`config.mk`:
```
export PLATFORM = sky130hd
export DESIGN_NAME = mem_bus_ctrl
export DESIGN_NICKNAME = d
export VERILOG_FILES = /design/src/rtl/mem_bus_ctrl_pkg.sv /design/src/rtl/mem_bus_ctrl_wait_counter.sv /design/src/rtl/mem_bus_ctrl.sv
export SDC_FILE = /design/constraint.sdc
export NUM_CORES = 1
export LEC_CHECK = 0
export CAP_MARGIN = 20
export CORE_UTILIZATION = 39
export DETAILED_ROUTE_END_ITERATION = 10
export PLACE_DENSITY = 0.78
export RECOVER_POWER = 100
export SYNTH_ARGS = -nofsm -noshare
export SYNTH_HDL_FRONTEND = slang
export SYNTH_SLANG_ARGS = --single-unit
```
`constraint.sdc`:
```
create_clock -name clk -period 2 [get_ports clk]
set_clock_uncertainty 0.15 [all_clocks]
set_input_delay 0.3 -clock clk [delete_from_list [all_inputs] [get_ports clk]]
set_output_delay 0.3 -clock clk [all_outputs]
set_load 0.1 [all_outputs]
```
`src/rtl/mem_bus_ctrl_pkg.sv`:
```
// Shared types and constants for the mem_bus_ctrl memory access sequencer.
// Provides the default data width macro DATA_WIDTH when not supplied externally.
`ifndef DATA_WIDTH
`define DATA_WIDTH 8
`endif

package mem_bus_ctrl_pkg;

  localparam int MBC_DATA_WIDTH = `DATA_WIDTH;
  localparam int MBC_MAX_WAIT   = 15;

  typedef enum logic [1:0] {
    MBC_IDLE   = 2'd0,
    MBC_SETUP  = 2'd1,
    MBC_ACCESS = 2'd2,
    MBC_HOLD   = 2'd3
  } mbc_state_e;

  // Counter must hold WAIT_STATES; never narrower than one bit.
  function automatic int mbc_cnt_width(input int wait_states);
    return (wait_states < 1) ? 1 : $clog2(wait_states + 1);
  endfunction

endpackage

```
`src/rtl/mem_bus_ctrl_wait_counter.sv`:
```
// Loadable down-counter with zero flag; times the ACCESS phase of mem_bus_ctrl.
module wait_counter #(
  parameter int WIDTH = 1
) (
  input  logic             clk,
  input  logic             reset,
  input  logic             load,
  input  logic [WIDTH-1:0] load_val,
  input  logic             dec,
  output logic             zero
);

  logic [WIDTH-1:0] count_q, count_d;

  always_comb begin
    count_d = count_q;
    if (load) begin
      count_d = load_val;
    end else if (dec && (count_q != '0)) begin
      count_d = count_q - WIDTH'(1);
    end
  end

  always_ff @(posedge clk) begin
    if (reset) begin
      count_q <= '0;
    end else begin
      count_q <= count_d;
    end
  end

  assign zero = (count_q == '0);

endmodule

```
`src/rtl/mem_bus_ctrl.sv`:
```
// Fixed-timing chip-select/strobe sequencer for external RAM/ROM, one access in flight.
// Optional macro MEM_READY_EN adds a mem_ready input that stretches the last ACCESS cycle.
`ifndef DATA_WIDTH
`define DATA_WIDTH 8
`endif

module mem_bus_ctrl
  import mem_bus_ctrl_pkg::*;
#(
  parameter int DATA_WIDTH  = `DATA_WIDTH,
  parameter int ADDR_WIDTH  = 2 * `DATA_WIDTH,
  parameter int WAIT_STATES = 1
) (
  input  logic                  clk,
  input  logic                  reset,
  input  logic                  req,
  input  logic                  we,
  input  logic [ADDR_WIDTH-1:0] addr_in,
  input  logic [DATA_WIDTH-1:0] wdata,
  output logic [DATA_WIDTH-1:0] rdata,
  output logic                  busy,
  output logic                  done,
  output logic [ADDR_WIDTH-1:0] mem_addr,
  output logic [DATA_WIDTH-1:0] mem_wdata,
  input  logic [DATA_WIDTH-1:0] mem_rdata,
`ifdef MEM_READY_EN
  input  logic                  mem_ready,
`endif
  output logic                  mem_cs,
  output logic                  mem_we,
  output logic                  mem_oe
);

  localparam int CNT_W = mbc_cnt_width(WAIT_STATES);

  if (WAIT_STATES < 0 || WAIT_STATES > MBC_MAX_WAIT) begin : g_bad_wait
    $error("mem_bus_ctrl: WAIT_STATES out of range 0..15");
  end

  mbc_state_e            state_q, state_d;
  logic                  we_q, we_d;
  logic [ADDR_WIDTH-1:0] mem_addr_q, mem_addr_d;
  logic [DATA_WIDTH-1:0] mem_wdata_q, mem_wdata_d;
  logic [DATA_WIDTH-1:0] rdata_q, rdata_d;
  logic                  busy_q, busy_d;
  logic                  done_q, done_d;
  logic                  mem_cs_q, mem_cs_d;
  logic                  mem_we_q, mem_we_d;
  logic                  mem_oe_q, mem_oe_d;
  logic                  cnt_load, cnt_dec, cnt_zero;
  logic                  access_ready;

`ifdef MEM_READY_EN
  assign access_ready = mem_ready;
`else
  assign access_ready = 1'b1;
`endif

  wait_counter #(
    .WIDTH (CNT_W)
  ) u_wait_counter (
    .clk      (clk),
    .reset    (reset),
    .load     (cnt_load),
    .load_val (CNT_W'(WAIT_STATES)),
    .dec      (cnt_dec),
    .zero     (cnt_zero)
  );

  always_comb begin
    state_d     = state_q;
    we_d        = we_q;
    mem_addr_d  = mem_addr_q;
    mem_wdata_d = mem_wdata_q;
    rdata_d     = rdata_q;
    cnt_load    = 1'b0;
    cnt_dec     = 1'b0;

    case (state_q)
      MBC_IDLE: begin
        if (req) begin
          state_d     = MBC_SETUP;
          we_d        = we;
          mem_addr_d  = addr_in;
          mem_wdata_d = wdata;
        end
      end
      MBC_SETUP: begin
        state_d  = MBC_ACCESS;
        cnt_load = 1'b1;
      end
      MBC_ACCESS: begin
        cnt_dec = 1'b1;
        if (cnt_zero && access_ready) begin
          state_d = MBC_HOLD;
          if (!we_q) begin
            rdata_d = mem_rdata;
          end
        end
      end
      MBC_HOLD: state_d = MBC_IDLE;
      default:  state_d = MBC_IDLE;
    endcase

    // Outputs are decoded from the next state so the registered copies line up with state_q.
    busy_d   = (state_d != MBC_IDLE);
    mem_cs_d = (state_d != MBC_IDLE);
    mem_we_d = (state_d == MBC_ACCESS) && we_d;
    mem_oe_d = (state_d == MBC_ACCESS) && !we_d;
    done_d   = (state_d == MBC_HOLD);
  end

  always_ff @(posedge clk) begin
    if (reset) begin
      state_q     <= MBC_IDLE;
      we_q        <= 1'b0;
      mem_addr_q  <= '0;
      mem_wdata_q <= '0;
      rdata_q     <= '0;
      busy_q      <= 1'b0;
      done_q      <= 1'b0;
      mem_cs_q    <= 1'b0;
      mem_we_q    <= 1'b0;
      mem_oe_q    <= 1'b0;
    end else begin
      state_q     <= state_d;
      we_q        <= we_d;
      mem_addr_q  <= mem_addr_d;
      mem_wdata_q <= mem_wdata_d;
      rdata_q     <= rdata_d;
      busy_q      <= busy_d;
      done_q      <= done_d;
      mem_cs_q    <= mem_cs_d;
      mem_we_q    <= mem_we_d;
      mem_oe_q    <= mem_oe_d;
    end
  end

  assign rdata     = rdata_q;
  assign busy      = busy_q;
  assign done      = done_q;
  assign mem_addr  = mem_addr_q;
  assign mem_wdata = mem_wdata_q;
  assign mem_cs    = mem_cs_q;
  assign mem_we    = mem_we_q;
  assign mem_oe    = mem_oe_q;

endmodule

```
# Yosys cells after proc, flatten, opt, wreduce, memory -nomap -nowiden
# Index checks and enable logic that the tools add are counted.
# classes
addsub,1
eq_ne,5
n_mux,9
bitwise,2
n_reduce_logical,9
# op_table
operator,count
"equality test 2 bit, second input constant",4
case mux 2 bit (4 select lines),1
two-way mux 1 bit,6
two-way mux 2 bit,2
nonzero test 2 bit,2
logical AND 1 bit,3
AND reduction 3 bit,1
"equality test 2 x 1 -> 1 bit, second input constant",1
zero test 2 bit,1
inverter 1 bit,2
AND reduction 2 bit,1
zero test 1 bit,1
"subtractor 1 bit, second input constant",1
# word_totals
register_bits,40
inputBits,36

# Depth between registers and ports, before layout
# Gate-level depths: netlist (run 1).
# logic_depth
depth_word,5
mapped_depth,7

# Hierarchy
# A second synthesis (run 1) with hierarchy kept.
# hier_totals
hier_cells,165
hier_area_um2,1492.7
# by_module_without_submodules
module,n_inst,cells_each,area_per_inst_um2,seq_area_each_um2
mem_bus_ctrl,1,161,1445.1,780.7
wait_counter,1,4,47.5,20.0

# Worst setup path before layout (run 1)
# Ideal clock, no wire load.
# synth_timing
kind,register to output
start,"register mem_cs_q, in the netlist mem_cs"
end,output port mem_cs
arrival_time_ps,1356
required_time_ps,1550
path_slack_ps,194
path_stages_with_launch,2
path_buffers,1
cell_sequence,dfxtp_1 -> buf_4
# synth_lines
element,line,text
start: declaration,mem_bus_ctrl.sv:47,"logic mem_cs_q, mem_cs_d;"
start signal: assignment,mem_bus_ctrl.sv:133,mem_cs_q <= mem_cs_d;
end: declaration,mem_bus_ctrl.sv:29,"output logic mem_cs,"
# No word-level cell between the ends.

# Worst setup path in the final report (run 1)
# layout_timing
start,register state_q[0]
end,"register mem_we_q, in the netlist mem_we"
# layout_via
elab_chain_len,4
word_cells_on_any_way,10
cone_classes,eq/ne: 4; mux: 4; reduce/logical: 2
# layout_rtl
element,line,text
start: declaration,mem_bus_ctrl.sv:40,"mbc_state_e state_q, state_d;"
start signal: assignment,mem_bus_ctrl.sv:126,state_q <= state_d;
"equality test 2 bit, or another cell as far along",mem_bus_ctrl.sv:79,case (state_q)
case mux 2 bit (4 select lines),mem_bus_ctrl.sv:79,
equality test 2 bit,mem_bus_ctrl.sv:108,mem_we_d = (state_d == MBC_ACCESS) && we_d;
logical AND 1 bit (*),mem_bus_ctrl.sv:108,
end signal: assignment,mem_bus_ctrl.sv:134,mem_we_q <= mem_we_d;
end: declaration,mem_bus_ctrl.sv:48,"logic mem_we_q, mem_we_d;"
# Mark *: on every way between the ends. The rest lies on a longest branch, timed or not.
# A chain may end at the register's enable or synchronous reset.

==> impl_results.md, run 1 <==
- Drt wl/cell: 10.8 um
- Fraction of layout instances using a drive strength above 1: 20.8%
- WP buf/inv: 1
- Switch share: 53.9%
- Inserted Clock Buffers: 5
- Clk root buf: clkbuf_8
- Post-Route WL: 3.05 mm
- Sw power: 0.00186 W
- Post-synthesis sequential area ratio: 54.5%
- Post-Synthesis Cells: 163
- Top cells by area in the synthesized netlist: dfxtp_1 55%, nand2_1 13%, a21oi_1 8.5%, mux2i_1 5.5%, ha_1 3.4%
- Antenna diodes: 0
- IO Port Bufs: 72
- DRC viols: 0
- Main combinational cell family by area after synthesis: simple AND/OR/NAND/NOR gates
- Tot Pwr: 0.00346 W
- Post-CTS Hold Buffers: 0
- Clock power frac: 14.0%
- Slew HR: 63.5%
- Crit start category: flip-flop
- Area leader, netlist: dfxtp_1
- Adder-cell share of the synthesized area: 3.41%
- Clk_lat worst skew: 280 ps
- Setup Fix Bufs, Post-CTS: 0
- Highest-count cells in the layout ignoring fill and taps: 49 x nand2_1, 40 x dfxtp_1, 38 x clkbuf_2
- CP required: 2050 ps
- Worst-path maximum fanout: 5
- Htree depth: 2
- Syn Std Cell Area: 1470 um^2
- Num rows: 21
- Vias in the first global route: 1200
- Die ar.: 4020 um^2
- FF+latch count, synth: 40
- Gr ovfl total: 0
- Antenna-violating nets left: 0
- Final Cycle Share: 86.6%
- First-pass GRT wire length: 5.04 mm
- Crit path DAT: 1780 ps
- Ports: 73
- Synth top area share: 54.5%
- Simple-gate share of the synthesized area: 19.5%
- Run status: finished, final reports clean
- Largest net degree at the start of global routing: 27
- Die Wd: 63.4 um
- Syn Nets: 203
- Area of the core: 3470 um^2
- Max-slew violation count: 0
- Commonest non-fill, non-tap cell in the layout: nand2_1
- Via count: 1278
- TritonCTS clock tree: done
- Slowest cell on the critical path: o32ai_1
- Leakage: 0.897 nW
- Reg area: 801 um^2
- Initial antenna violation count: 0
- Critical Path Max Stage Delay: 450 ps
- Yosys warns: 0
- Total track usage: 16.0%
- Crit path time final: 1730 ps
- Cts repair resizes: 0
- Pwr/cell area: 1650 nW/um^2
- XOR/XNOR Fraction of Synth Area: 0%
- Starting density of the core: 42.4%
- Power Internal: 0.00159 W
- Sequential power share: 30.6%
- CP Class: flip-flop to flip-flop
- Final Wtd Congestion: 0.799
- Max Cap Violations: 0
- RSZ-0062 raised after global routing: no
- DR iter-0 viols: 97
- Placed wire-length estimate: 2.16 mm
- Router iterations before antenna repair: 4
- CP delay by family, top: compound AO/OA/AOI/OAI gates
- Layout area overhead: 42.2%
- Hold WC Path Type: flip-flop to flip-flop
- Max Clock Freq: 578 MHz
- Setup tns final: 0 ps
- Maximum clock path buffer count: 2
- Worst VDD drop: 0.000638 V
- Area occupied by multi-input gates: 568 um^2
- Finish-stage setup viols: 0
- Clock Sinks: 40
- Average size of a mapped cell: 9.01 um^2
- Final hold vios: 0
- Crit end category: flip-flop
- Post-synthesis mux area share: 6.98%
- Chip Height: 63.4 um
- Layout net count: 276
- Worst-path cell chain: inv_1, ha_1, and2_0, o32ai_1, nor3b_1
- Worst-Margin Slew: 550 ps
- Post-synthesis compound-gate area fraction: 9.97%
- Clk slew on worst S/H paths: 70 ps
- Unique cell type count in the Yosys netlist: 20
- Fillers: 336
- Comb power frac: 55.4%
- Via density: 4.53
cells in the mapped netlist (all sizes together):
library cell and n:
nand2 49, dfxtp 40, a21oi 25, nor2 12
buf 10, mux2i 9, ha 4, inv 4
nor3b 3, and2 2, and3 1, clkbuf 1
nand2b 1, o21ai 1, o32ai 1
final timing paths:
| kind | from | endpoint | slack (ps) | cells after the start |
|---|---|---|---|---|
| setup / recovery | state_q[0] | mem_we | 270 | 5 |
| hold / removal | mem_wdata[1] | mem_wdata[1] | 300 | 2 |
| setup reg to reg | state_q[0] | mem_we | 270 | 5 |
| hold reg to reg | mem_wdata[1] | mem_wdata[1] | 300 | 2 |
area by class of cell:
| cell class | instances | share of cell area [%] |
|---|---|---|
| clock buffers | 6 | 3.47 |
| clock inverters | 1 | 0.240 |
| inverters | 4 | 0.719 |
| multi-input cells | 108 | 27.2 |
| flip-flops and latches | 40 | 38.3 |
| well taps | 46 | 2.75 |
| repair buffers | 77 | 27.3 |
kinds of logic after synthesis:
group / Yosys count
AOI/OAI and AO/OA: 27
adders and majority gates: 4
buffers and inverters: 15
DFF: 40
muxes: 9
and+or+nand+nor: 68
through the flow:
| step | cell area, um^2 | hold WS, ps | utilization, % | cells | setup slack [ps] |
|---|---|---|---|---|---|
| floorplan | 1470 | 286 | - | 163 | 194 |
| global placement | 2120 | 292 | 61.3 | 275 | 269 |
| detailed placement | 2120 | 298 | 61.3 | 275 | 222 |
| CTS | 2200 | 309 | 63.5 | 282 | 389 |
| global route | 2090 | 324 | 60.2 | 282 | 138 |
| finish | 2090 | 305 | 60.2 | 282 | 269 |
routing by layer:
layer	part of all wire, %	track usage, %	up-vias
met4	1.3	5.97	0
met5	0	0	-
met1	45	18.9	566
li1	-	-	667
met2	47	26.9	41
met3	6.3	5.07	4
registers in the layout, indices dropped and copies added (netlist names):
| register | cells |
|---|---|
| we_q | 1 |
| done | 1 |
| mem_wdata | 8 |
| mem_addr | 16 |
| mem_oe | 1 |
| state_q | 2 |
| u_wait_counter.count_q | 1 |
| mem_we | 1 |
| rdata | 8 |
| mem_cs | 1 |
worst register-to-register path: cells and delay by family (launching register included):
| kind | cells | cell delay [ps] |
|---|---|---|
| and+or+nand+nor | 2 | 380 |
| adders and majority gates | 1 | 230 |
| DFF | 1 | 360 |
| buffers and inverters | 1 | 90 |
| AOI/OAI and AO/OA | 1 | 450 |
power by group through the flow:
stage,Sequential [W],Clock [W],Combinational [W]
after floorplan,0.00213,0,0.000610
after global routing,0.00108,0.000542,0.00201
after global placement,0.00108,0,0.00203
after detailed placement,0.00108,0,0.00205
final,0.00106,0.000484,0.00191
after CTS,0.00106,0.000503,0.00205
Note: power is estimated with default switching activity, not from simulation.
==> inputs of run 2 (changes only) <==
Settings changed: CTS_CLUSTER_DIAMETER from default to 120, TNS_END_PERCENT from default to 100.
==> results of run 2 <==
The final DEF is identical to that of run 1; final timing and power are the same.
==> edit 1, RTL diff (settings of run 1) <==
Encoding of `mbc_state_e`: now one-hot (4 bits for 4 states).
--- a/src/rtl/mem_bus_ctrl_pkg.sv
+++ b/src/rtl/mem_bus_ctrl_pkg.sv
@@ -10,9 +10,9 @@
   localparam int MBC_MAX_WAIT   = 15;
 
-  typedef enum logic [1:0] {
-    MBC_IDLE   = 2'd0,
-    MBC_SETUP  = 2'd1,
-    MBC_ACCESS = 2'd2,
-    MBC_HOLD   = 2'd3
+  typedef enum logic [3:0] {
+    MBC_IDLE   = 4'b0001,
+    MBC_SETUP  = 4'b0010,
+    MBC_ACCESS = 4'b0100,
+    MBC_HOLD   = 4'b1000
   } mbc_state_e;
 
Formal check against the unedited RTL: no difference found for any inputs over 10 cycles, from zero or initial values and one cycle with reset high; not proved beyond that.
==> edit 1 against run 1 <==
- synthesized cell count rose by 12%
- wire length grew 28%
- sequential cell count is 2 higher
- cell count is 7.4% higher
- final area increased by 12%
- worst setup slack worse by 0.014 ns
- via count is 20% higher
- area after synthesis grew 11%
- sequential share of layout area decreased by 2.3 points
- fmax decreased by 0.82%
- critical path depth decreased by 1
- critical endpoint is now rdata[6]
- highest routed layer unchanged
Power is not compared: it rests on default switching activity, and its combinational part moved more than twofold at a synthesized area within 25%.
==> edit 1: results (changes against run 1) <==
Status = finished clean
Slowest cell on crit path = or4b_1
Avg Inst Size Synth = 8.96 um^2 (-0.60%)
Layout cells sized above 1 = 0.209 (+0.00186)
Leading cell types by count after synthesis = dfxtp_1, a21oi_1, o21ai_0
Via/cell ratio = 5.08 (+12%)
CP max stage delay = 0.62 ns (+0.17 ns)
Area post-placement = 2320 um^2 (+9.4%)
Tot GR Track Use = 0.184 (+0.0235)
Non-Clock Buffer Area Fraction = 0.256 (-0.0170)
DR WL/cell = 12.9 um (+19%)
Signal buffers = 79 (+2.6%)
Fmax = 573 MHz (-0.82%)
Met2 WL = 1730 um (+21%)
FF-to-FF End = rdata[6]
Worst Hold Launch = mem_wdata[2]
Place WS = 0.275 ns (+0.0529 ns)
FILL cells = 367 (+9.2%)
Insertion delay to the later sink of the worst-skew pair = 0.28 ns (about the same)
WL met3 = 286 um (+48%)
CP Launch Point = state_q[3]
Worst Path Arrival = 1.81 ns (+0.03 ns)
Initial drt markers = 110 (+13%)
Hold Crit Endpoint = mem_wdata[2]
Nets = 288 (+4.3%)
Ranking of synthesized cells by area = dfxtp_1, a21oi_1, o21ai_0
Largest net degree at the start of global routing = 32 (+19%)
Vias in the first global route = 1410 (+18%)
First-pass GRT wire length = 6280 um (+25%)
Seq area share = 0.360 (-0.0233)
Slew @ Worst Pin = 0.550 ns (-0.000936 ns)
Routability Congestion = 0.820 (+2.6%)
Worst-path maximum fanout = 8 (+3)
Synth unique cells = 21 (+5.0%)
R2R depth = 4 (-1)
Met1 wire length = 1810 um (+31%)
Flops & latches, synth = 42 (+5.0%)
Die Area = 4440 um^2 (+11%)
Met2 Track Usage GR = 0.304 (+0.0357)
Multi-input combinational area share = 0.307 (+0.0351)
#MultiIn Comb = 122 (+13%)
Post-DP HPWL = 2630 um (+22%)
Final worst hold slack = 0.327 ns (+0.0222 ns)
Vias post-DR = 1538 (+20%)
Nonclk inv count = 2 (-2)
Clock-cell share = 0.0471 (+0.0100)
P_leak = 0.933 nW
==> edit 1: cell types whose count changed after synthesis, sizes merged, moves of 3 or more <==
cell,run 1,this run
nand2,49,0
nand3,0,25
ha,4,0
clkbuf,1,15
nor3,0,5
buf,10,1
and3b,0,3
o21ai,1,27
nor2,12,2
nand2b,1,16
==> edit 1: critical path: cells and delay by family (launching register included) <==
family / cells / cell delay (ns)
multiplexers: 1 / 0.20
AND/OR/NAND/NOR: 2 / 0.75
flip-flops: 1 / 0.37
buffers and inverters: 1 / 0.20
==> edit 1: where the power goes <==
part           switching, mW  internal [mW]  leakage, nW
combinational          0.391          0.141        0.539
clock                  0.284          0.372       0.0514
sequential            0.0301          0.880        0.343
==> edit 1: cells by family after synthesis <==
kind of cell    Yosys count  synth area share
flops                    42             0.516
mux                       8            0.0491
buf+inv                  18            0.0437
simple gates             57             0.210
compound gates           57             0.181
==> edit 2, RTL diff (config.mk and constraints of run 1) <==
Made on the original files. Change the macro `DATA_WIDTH` from 8 to 7.
--- a/src/rtl/mem_bus_ctrl_pkg.sv
+++ b/src/rtl/mem_bus_ctrl_pkg.sv
@@ -2,5 +2,5 @@
 // Provides the default data width macro DATA_WIDTH when not supplied externally.
 `ifndef DATA_WIDTH
-`define DATA_WIDTH 8
+`define DATA_WIDTH 7
 `endif
 
Ports: changed (6 resized); port bits go from 73 to 65. The function was not compared with the original's and may differ.
==> edit 2 against run 1 <==
- synthesized cell count is 9.8% lower
- wire length hardly changed
- area after synthesis fell by 10%
- count of clock-buffer cells in the layout unchanged
- worst setup slack improved by 0.072 ns
- combinational power fell by 7%
- core utilization is 0.23 points higher
- final area is 9.5% lower
- via count down 7.5%
- fmax up 4.4%
- clock power increased by 4%
- power down 6.6%
- sequential cell count is 4 lower
- critical endpoint unchanged
- largest cell class unchanged
- highest routed layer unchanged
==> edit 2: results (changes against run 1) <==
VDD IR max = 0.927 mV (+45%)
Worst Hold Launch = mem_wdata[3]
PortBufs = 64 (-11%)
Slew Limit Headroom = 0.635 (about the same)
Max FFs per register = 14 (-2)
Initial drt markers = 21 (-78%)
Post-DP HPWL = 2320 um (+7.4%)
Worst-path clk slew = 0.11 ns (+0.04 ns)
Area post-placement = 1910 um^2 (-10%)
Sw frac = 0.534 (-0.00557)
Leading cell types by count after synthesis = nand2_1, dfxtp_1, a21oi_1
Insertion delay to the later sink of the worst-skew pair = 0.33 ns (+0.05 ns)
Root Buffer = clkbuf_4
CP max stage delay = 0.40 ns (-0.05 ns)
Ranking of synthesized cells by area = dfxtp_1, nand2_1, a21oi_1
Avg Inst Size Synth = 8.96 um^2 (-0.54%)
Hold Crit Endpoint = mem_wdata[3]
Placed insts = 249 (-9.5%)
Routability Congestion = 0.749 (-6.2%)
Layout cells sized above 1 = 0.221 (+0.0130)
Status = finished clean
Sequential share of the synthesized area = 0.547 (+0.00186)
First-pass GRT wire length = 5200 um (+3.3%)
Synth unique cells = 21 (+5.0%)
Worst Path Arrival = 1.80 ns (+0.02 ns)
Vias post-DR = 1182 (-7.5%)
P_leak = 0.821 nW (-8.5%)
==> edit 2: logic make-up after synthesis <==
family                     Yosys count  share of synthesized area
AOI/OAI and AO/OA                   24                      0.102
adders and majority gates            4                     0.0380
buffers and inverters               14                     0.0532
DFF                                 36                      0.547
muxes                                8                     0.0636
and+or+nand+nor                     61                      0.197
==> edit 2: worst max path at each step <==
| stage | from | endpoint | slack [ns] | depth (start not counted) |
|---|---|---|---|---|
| final | state_q[0] | mem_we | 0.34 | 5 |
| after global routing | state_q[0] | mem_addr[6] | 0.19 | 6 |
| after CTS | state_q[0] | mem_we | 0.36 | 5 |
| after detailed placement | req | mem_we | 0.24 | 4 |
| after global placement | req | mem_we | 0.29 | 4 |
| after floorplan | mem_cs | mem_cs | 0.19 | 1 |
==> edit 2: worst max-delay path: cells and delay by family (launching register included) <==
| kind | cells | cell delay [ns] |
|---|---|---|
| compound gates | 1 | 0.37 |
| fa+ha+maj | 1 | 0.23 |
| buf+inv | 1 | 0.10 |
| flops | 1 | 0.40 |
| simple gates | 2 | 0.36 |
==> edit 2: through the flow <==
stage	setup WS (ns)	utilization
after detailed placement	0.239	0.610
after global placement	0.289	0.610
final	0.341	0.605
after global routing	0.192	0.605
after CTS	0.361	0.635
after floorplan	0.194	-
==> edit 2: area by class of cell <==
| cell class | instances | area (um^2) |
|---|---|---|
| flip-flops and latches | 36 | 721 |
| repair buffers | 69 | 510 |
| fillers | 302 | 1240 |
| clock inverters | 2 | 35.0 |
| clock buffers | 6 | 41.3 |
| inverters | 3 | 11.3 |
| multi-input cells | 97 | 518 |
| well taps | 44 | 55.1 |
==> edit 2: power groups by stage <==
stage / clock network, mW / registers [mW] / logic [mW]
after floorplan: 0 / 1.92 / 0.556
after global placement: 0 / 0.974 / 1.84
after detailed placement: 0 / 0.982 / 1.87
after CTS: 0.513 / 0.968 / 1.87
after global routing: 0.545 / 0.979 / 1.87
final: 0.501 / 0.960 / 1.77
==> edit 2: per-layer routing <==
| layer | track usage | up-vias | wire, um | part of all wire |
|---|---|---|---|---|
| met5 | 0 | - | 0 | 0 |
| met4 | 0.0698 | 0 | 51 | 0.017 |
| met3 | 0.0887 | 6 | 206 | 0.067 |
| met2 | 0.325 | 36 | 1510 | 0.49 |
| met1 | 0.224 | 542 | 1290 | 0.42 |
| li1 | - | 598 | - | - |
